`src/rtl/led_matrix_pkg.sv`:
```
// Shared types for the HUB75 capture path: pixel colour type, FSM states and
// channel indices into rgb_t.
package led_matrix_pkg;

  localparam int LM_COLOR_DEPTH = 4;

  localparam int CH_R = 2;
  localparam int CH_G = 1;
  localparam int CH_B = 0;

  typedef logic [2:0][LM_COLOR_DEPTH-1:0] rgb_t;

  typedef enum logic [1:0] {
    ST_IDLE,
    ST_ACCUM,
    ST_READOUT
  } cap_state_t;

endpackage

```
`src/rtl/hub75_plane_store.sv`:
```
// Bit-plane store for one row pair: the whole shift buffer is written as one
// plane slice, and one column of one half is read back per cycle, registered.
module hub75_plane_store
  import led_matrix_pkg::*;
#(
  parameter  int COLS  = 64,
  parameter  int DEPTH = LM_COLOR_DEPTH,
  localparam int COL_W = $clog2(COLS),
  localparam int PL_W  = (DEPTH > 1) ? $clog2(DEPTH) : 1
) (
  input  logic                          clk,
  input  logic                          rst_n,
  input  logic                          i_we,
  input  logic [PL_W-1:0]               i_wr_plane,
  input  logic [COLS-1:0][1:0][2:0]     i_wr_data,
  input  logic                          i_rd_en,
  input  logic [COL_W-1:0]              i_rd_col,
  input  logic                          i_rd_lower,
  output logic [2:0][DEPTH-1:0]         o_rd_rgb
);

  // [col][half: 1=upper, 0=lower][channel][plane]
  logic [COLS-1:0][1:0][2:0][DEPTH-1:0] r_mem;
  logic [2:0][DEPTH-1:0]                r_rd_rgb;

  always_ff @(posedge clk) begin
    if (i_we) begin
      for (int c = 0; c < COLS; c++) begin
        for (int h = 0; h < 2; h++) begin
          r_mem[c][h][CH_R][i_wr_plane] <= i_wr_data[c][h][CH_R];
          r_mem[c][h][CH_G][i_wr_plane] <= i_wr_data[c][h][CH_G];
          r_mem[c][h][CH_B][i_wr_plane] <= i_wr_data[c][h][CH_B];
        end
      end
    end
  end

  always_ff @(posedge clk or negedge rst_n) begin
    if (!rst_n)
      r_rd_rgb <= '0;
    else
      r_rd_rgb <= i_rd_en ? r_mem[i_rd_col][~i_rd_lower] : '0;
  end

  assign o_rd_rgb = r_rd_rgb;

endmodule

```
`src/rtl/hub75_capture.sv`:
```
// HUB75 receive decoder: samples the panel pins, rebuilds bit-planes per row
// pair and replays the pair as a gapless 2*PANEL_COLS pixel stream.
module hub75_capture
  import led_matrix_pkg::*;
#(
  parameter  int PANEL_ROWS  = 64,
  parameter  int PANEL_COLS  = 64,
  parameter  int COLOR_DEPTH = LM_COLOR_DEPTH,
  localparam int PAIR_W      = $clog2(PANEL_ROWS/2),
  localparam int ROW_W       = $clog2(PANEL_ROWS),
  localparam int COL_W       = $clog2(PANEL_COLS)
) (
  input  logic                         clk,
  input  logic                         rst_n,
  input  logic                         matrix_clk,
  input  logic [PAIR_W-1:0]            matrix_row,
  input  logic [2:0]                   matrix_rgb_upper,
  input  logic [2:0]                   matrix_rgb_lower,
  input  logic                         matrix_oe_n,
  input  logic                         matrix_stb,
  output logic                         valid_out,
  output logic [2:0][COLOR_DEPTH-1:0]  rgb_out,
  output logic [ROW_W-1:0]             row_out,
  output logic [COL_W-1:0]             col_out,
  output logic                         sof_out,
  output logic                         err_len,
  output logic                         err_seq,
  output logic                         err_ovf
);

  localparam int CNT_W = $clog2(PANEL_COLS + 1);
  localparam int RD_W  = $clog2(2*PANEL_COLS);
  localparam int PL_W  = (COLOR_DEPTH > 1) ? $clog2(COLOR_DEPTH) : 1;

  // input sampling and edge detect
  logic              r_s1_mclk, r_s1_stb, r_s1_oe_n;
  logic [PAIR_W-1:0] r_s1_row;
  logic [2:0]        r_s1_up, r_s1_lo;
  logic              r_s2_mclk, r_s2_stb;
  logic              w_mclk_rise, w_stb_rise;
  logic              w_unused;

  always_ff @(posedge clk or negedge rst_n) begin
    if (!rst_n) begin
      r_s1_mclk <= 1'b0;
      r_s1_stb  <= 1'b0;
      r_s1_oe_n <= 1'b0;
      r_s1_row  <= '0;
      r_s1_up   <= '0;
      r_s1_lo   <= '0;
      r_s2_mclk <= 1'b0;
      r_s2_stb  <= 1'b0;
    end else begin
      r_s1_mclk <= matrix_clk;
      r_s1_stb  <= matrix_stb;
      r_s1_oe_n <= matrix_oe_n;
      r_s1_row  <= matrix_row;
      r_s1_up   <= matrix_rgb_upper;
      r_s1_lo   <= matrix_rgb_lower;
      r_s2_mclk <= r_s1_mclk;
      r_s2_stb  <= r_s1_stb;
    end
  end

  assign w_mclk_rise = r_s1_mclk & ~r_s2_mclk;
  assign w_stb_rise  = r_s1_stb  & ~r_s2_stb;
  // OE is observed for monitoring only; it never steers the decode.
  assign w_unused    = r_s1_oe_n;

  // The strobe is evaluated one cycle after detection, so a shift edge seen in
  // the same cycle as the strobe edge is already counted.
  logic              r_stb_evt;
  logic [PAIR_W-1:0] r_evt_row;

  always_ff @(posedge clk or negedge rst_n) begin
    if (!rst_n) begin
      r_stb_evt <= 1'b0;
      r_evt_row <= '0;
    end else begin
      r_stb_evt <= w_stb_rise;
      if (w_stb_rise) r_evt_row <= r_s1_row;
    end
  end

  // shift capture
  logic [PANEL_COLS-1:0][1:0][2:0] r_shift_buf;
  logic [CNT_W-1:0]                r_shift_cnt;
  logic [CNT_W-1:0]                w_cnt_base;
  logic [COL_W-1:0]                w_wr_col;
  logic                            w_shift_we;

  // A strobe being evaluated clears the count under any shift landing alongside.
  assign w_cnt_base = r_stb_evt ? '0 : r_shift_cnt;
  assign w_shift_we = w_mclk_rise && (w_cnt_base != CNT_W'(PANEL_COLS));
  assign w_wr_col   = COL_W'(PANEL_COLS-1) - w_cnt_base[COL_W-1:0];

  always_ff @(posedge clk or negedge rst_n) begin
    if (!rst_n)          r_shift_cnt <= '0;
    else if (w_shift_we) r_shift_cnt <= w_cnt_base + 1'b1;
    else                 r_shift_cnt <= w_cnt_base;
  end

  always_ff @(posedge clk) begin
    if (w_shift_we) r_shift_buf[w_wr_col] <= {r_s1_up, r_s1_lo};
  end

  // FSM and plane sequencing
  cap_state_t        r_state, w_state_nxt;
  logic [PL_W-1:0]   r_plane, w_plane_nxt, w_wr_plane;
  logic [PAIR_W-1:0] r_cur_row, w_row_nxt;
  logic [RD_W-1:0]   r_rd_cnt;
  logic              w_we, w_rd_last, w_rd_act;
  logic              w_err_len, w_err_seq, w_err_ovf;

  assign w_rd_act  = (r_state == ST_READOUT);
  assign w_rd_last = (r_rd_cnt == RD_W'(2*PANEL_COLS-1));

  always_ff @(posedge clk or negedge rst_n) begin
    if (!rst_n) r_state <= ST_IDLE;
    else        r_state <= w_state_nxt;
  end

  always_comb begin
    w_state_nxt = r_state;
    w_plane_nxt = r_plane;
    w_wr_plane  = r_plane;
    w_row_nxt   = r_cur_row;
    w_we        = 1'b0;
    w_err_len   = 1'b0;
    w_err_seq   = 1'b0;
    w_err_ovf   = 1'b0;
    case (r_state)
      ST_READOUT: begin
        w_err_ovf = r_stb_evt;
        if (w_rd_last) w_state_nxt = ST_IDLE;
      end
      default: begin
        if (r_stb_evt) begin
          if (r_shift_cnt != CNT_W'(PANEL_COLS)) begin
            w_err_len = 1'b1;
          end else begin
            w_we      = 1'b1;
            w_row_nxt = r_evt_row;
            if ((r_evt_row != r_cur_row) && (r_plane != '0)) begin
              // restart the pair on the new row with this data as plane 0
              w_err_seq   = 1'b1;
              w_wr_plane  = '0;
              w_plane_nxt = PL_W'(1);
              w_state_nxt = ST_ACCUM;
            end else if (r_plane == PL_W'(COLOR_DEPTH-1)) begin
              w_plane_nxt = '0;
              w_state_nxt = ST_READOUT;
            end else begin
              w_plane_nxt = r_plane + 1'b1;
              w_state_nxt = ST_ACCUM;
            end
          end
        end
      end
    endcase
  end

  always_ff @(posedge clk or negedge rst_n) begin
    if (!rst_n) begin
      r_plane   <= '0;
      r_cur_row <= '0;
      r_rd_cnt  <= '0;
    end else begin
      r_plane   <= w_plane_nxt;
      r_cur_row <= w_row_nxt;
      r_rd_cnt  <= (w_rd_act && !w_rd_last) ? r_rd_cnt + 1'b1 : '0;
    end
  end

  hub75_plane_store #(
    .COLS  (PANEL_COLS),
    .DEPTH (COLOR_DEPTH)
  ) u_store (
    .clk        (clk),
    .rst_n      (rst_n),
    .i_we       (w_we),
    .i_wr_plane (w_wr_plane),
    .i_wr_data  (r_shift_buf),
    .i_rd_en    (w_rd_act),
    .i_rd_col   (r_rd_cnt[COL_W-1:0]),
    .i_rd_lower (r_rd_cnt[COL_W]),
    .o_rd_rgb   (rgb_out)
  );

  // output sideband, aligned with the registered store read
  logic             r_valid, r_sof, r_err_len, r_err_seq, r_err_ovf;
  logic [ROW_W-1:0] r_row;
  logic [COL_W-1:0] r_col;

  always_ff @(posedge clk or negedge rst_n) begin
    if (!rst_n) begin
      r_valid   <= 1'b0;
      r_sof     <= 1'b0;
      r_row     <= '0;
      r_col     <= '0;
      r_err_len <= 1'b0;
      r_err_seq <= 1'b0;
      r_err_ovf <= 1'b0;
    end else begin
      r_valid   <= w_rd_act;
      r_sof     <= w_rd_act && (r_rd_cnt == '0) && (r_cur_row == '0);
      r_row     <= w_rd_act ? {r_rd_cnt[COL_W], r_cur_row} : '0;
      r_col     <= w_rd_act ? r_rd_cnt[COL_W-1:0] : '0;
      r_err_len <= w_err_len;
      r_err_seq <= w_err_seq;
      r_err_ovf <= w_err_ovf;
    end
  end

  assign valid_out = r_valid;
  assign sof_out   = r_sof;
  assign row_out   = r_row;
  assign col_out   = r_col;
  assign err_len   = r_err_len;
  assign err_seq   = r_err_seq;
  assign err_ovf   = r_err_ovf;

endmodule

```
`config.mk`:
```
export PLATFORM = sky130hd
export DESIGN_NAME = hub75_capture
export DESIGN_NICKNAME = d
export VERILOG_FILES = /design/src/rtl/led_matrix_pkg.sv /design/src/rtl/hub75_plane_store.sv /design/src/rtl/hub75_capture.sv
export SDC_FILE = /design/constraint.sdc
export NUM_CORES = 2
export LEC_CHECK = 0
export CAP_MARGIN = 20
export CORE_UTILIZATION = 45
export DETAILED_ROUTE_END_ITERATION = 7
export PLACE_DENSITY = 0.6
export RECOVER_POWER = 25
export SLEW_MARGIN = 10
export SYNTH_ARGS = -nofsm -noshare
export SYNTH_HDL_FRONTEND = slang
export SYNTH_SLANG_ARGS = --single-unit
export TNS_END_PERCENT = 1
```
`constraint.sdc`:
```
create_clock -name clk -period 20.9 [get_ports clk]
set_input_delay 2.09 -clock clk [delete_from_list [all_inputs] [get_ports clk]]
set_output_delay 2.09 -clock clk [all_outputs]
set_load 0.03 [all_outputs]
```
==> run metrics <==
H-tree Lvls=4; Resized Gates After CTS=0; Worst setup EP type=flop; final core utilization=around half; area grow syn2layout=13.3%; via count=~33000; Worst VDD drop=between 0.09 and 0.1 mV; core area=roughly 160000 um2; first drt pass iteration count=6; Design Power=between 7 and 8 mW; Power Density=94.9 nW/um2; period utilization=29.2%; vias per std cell=approximately 5.8; Top cell by count, worst path=buf_4; number of global-route vias before repair=between 30000 and 40000; Max Cap Violations=0; postcts setup bufs=0; Die X=around 400 um; detailed placement HPWL=~110 mm; relative slew slack=~11%; top cells by count, synth=edfxtp_1, mux4_2, mux2i_1; setup violators final=0; most frequent cell after synthesis=edfxtp_1; synthesis-stage register bit count=1993; Rows=147; Largest stage delay, worst path=around 900 ps; Post-synth EDFFs=1920; RSZ-0062 raised after global routing=false; maximum root-to-sink buffer count=3; Pins Over Slew Limit=0; pin count of the biggest net entering global routing=about 170; synthesized area=73100 um2; crit-path cells=nor3_1 > nand4_1 > nor2b_1 > and3_4 > buf_12 > buf_4 > buf_4; slowest CP cell=buf_4; asr flop ratio synth=3.66%; remaining antenna violation count after routing=0; DRC viols=0; worst path required time=between 20000 and 25000 ps; FILL cells=~12000; Hold WC Path Type=reg2reg; endpoints failing hold=0; Final #Nets=3352; first-pass GRT wire length=243 mm; total track usage=a little over a fifth; Routed WL=~170 mm; Worst setup SP type=flop; yosys warns=0; gr ovfl total=0; Setup TNS=0 ps; fmax=roughly 160 MHz; CTS Hold Buffers Added=0; crit path time final=about 6100 ps; share of layout cells above drive strength 1=between 20% and 30%; clk_lat worst skew=830 ps; WL/cell=roughly 30 um; area leader, netlist=edfxtp_1; Fin Hold WS=between 300 and 400 ps; drt first-iter violations=4152; synth top area cells=edfxtp_1, mux4_2, dfrtp_1; CTS Buf Count=approximately 190; initial antenna violation count=5; top_reg_cell synth=edfxtp_1; Worst Tran Pin Value=roughly 1300 ps; Ports=between 40 and 50; CTS tree=done; Worst Path Class, Setup=reg2reg; critical path arrival=6540 ps; initial core utilization=a little under half; overall die area=between 150000 and 200000 um2; Synth top area share=78.9%; gp weighted congestion=0.828; status=finished, final reports clean; Die Span Y=405 um; Synth cell types=between 40 and 50; Mean Syn Cell Area=about 23 um2; Port Buffers=43; leakage=25.8 nW; Mapped Cells=approximately 3100; Syn Nets=around 3100; root buf cell=clkbuf_16; CTS sink cnt=1993; CP max FO=149; register area share after synthesis=between 80% and 90%; Clock transition at path regs=60 ps; worst-case clock skew=27.0 ps
-- sequential cells by signal, summed over array words and instances (netlist names), 2 cells and up --
name              count
r_rd_cnt              7
u_store.r_mem      1536
r_shift_buf         384
u_store.o_rd_rgb     12
col_out               6
r_evt_row             5
r_s1_lo               3
row_out               6
r_s1_up               3
r_s1_row              5
r_state               2
r_cur_row             5
r_shift_cnt           7
r_plane               2
-- stage by stage --
step	setup slack (ps)	area [um2]	instances
finish	14800	82800	5656
global route	14420	82800	5654
CTS	14790	82700	5651
detailed placement	14760	76400	5294
global placement	15080	76300	5285
floorplan	8380	73100	3119
-- worst paths after layout --
check	start	to	cells after the start	slack, ps
setup reg to reg	r_shift_cnt[5]	u_store.r_mem[905]	7	14800
min in group asynchronous	rst_n	r_rd_cnt[1]	1	1110
setup / recovery	r_shift_cnt[5]	u_store.r_mem[905]	7	14800
max in group asynchronous	rst_n	r_rd_cnt[0]	2	18540
hold / removal	r_s1_stb	r_s2_stb	0	370
hold reg to reg	r_s1_stb	r_s2_stb	0	370
-- placed cells by master (no fill, tap or decap), drive strengths merged, types with 23 or more instances in the layout --
master / netlist / final
nor2: 95 / 95
clkinv: 0 / 80
mux4: 376 / 376
edfxtp: 1920 / 1920
nand2: 46 / 46
a22oi: 24 / 24
clkdlybuf4s50: 0 / 42
a221oi: 43 / 43
mux2i: 144 / 144
buf: 105 / 117
a21oi: 29 / 29
bufinv: 0 / 23
dfrtp: 73 / 73
clkbuf: 36 / 233
o21ai: 43 / 43
-- critical path: cells and delay by family (launching register included) --
family | cells | cell delay [ps]
buffers and inverters | 3 | 2220
flip-flops | 1 | 470
AND/OR/NAND/NOR | 4 | 2490
-- cells by family (layout without fill, tap and decap cells) --
logic type,count (synthesis),after routing,synth area share [%]
AOI/OAI and AO/OA,203,203,1.95
xor gates and xnor gates,14,14,0.168
DFF,1993,1993,81.4
and+or+nand+nor,209,209,1.28
adders and majority gates,6,6,0.103
buffers and inverters,154,529,1.22
muxes,540,540,13.9
other,0,2,0
-- layout make-up --
type	count	area (um2)	share of cell area, %
repair buffers	159	1410	1.71
inverters	13	56.3	0.0680
clock buffers	233	5060	6.12
diodes	2	5.00	0.00605
clock inverters	124	1280	1.55
multi-input cells	972	12700	15.4
flip-flops and latches	1993	59500	71.9
well taps	2160	2700	3.27
-- report_power, final --
group	switching, mW	total, mW	internal, mW
clock network	1.46	3.47	2.01
logic	0.0277	0.0367	0.00900
registers	0.00958	4.34	4.33
-- metal layers --
layer  vias to the layer above  wire length (um)  GRT usage (%)
met1                     17700             71300           29.3
met5                         -                 0              0
met2                      1275             83300           33.8
met4                         0              4650           6.61
li1                      13600                 -              -
met3                       258             12000           4.07
No activity file was read; power rests on OpenSTA's default activity.
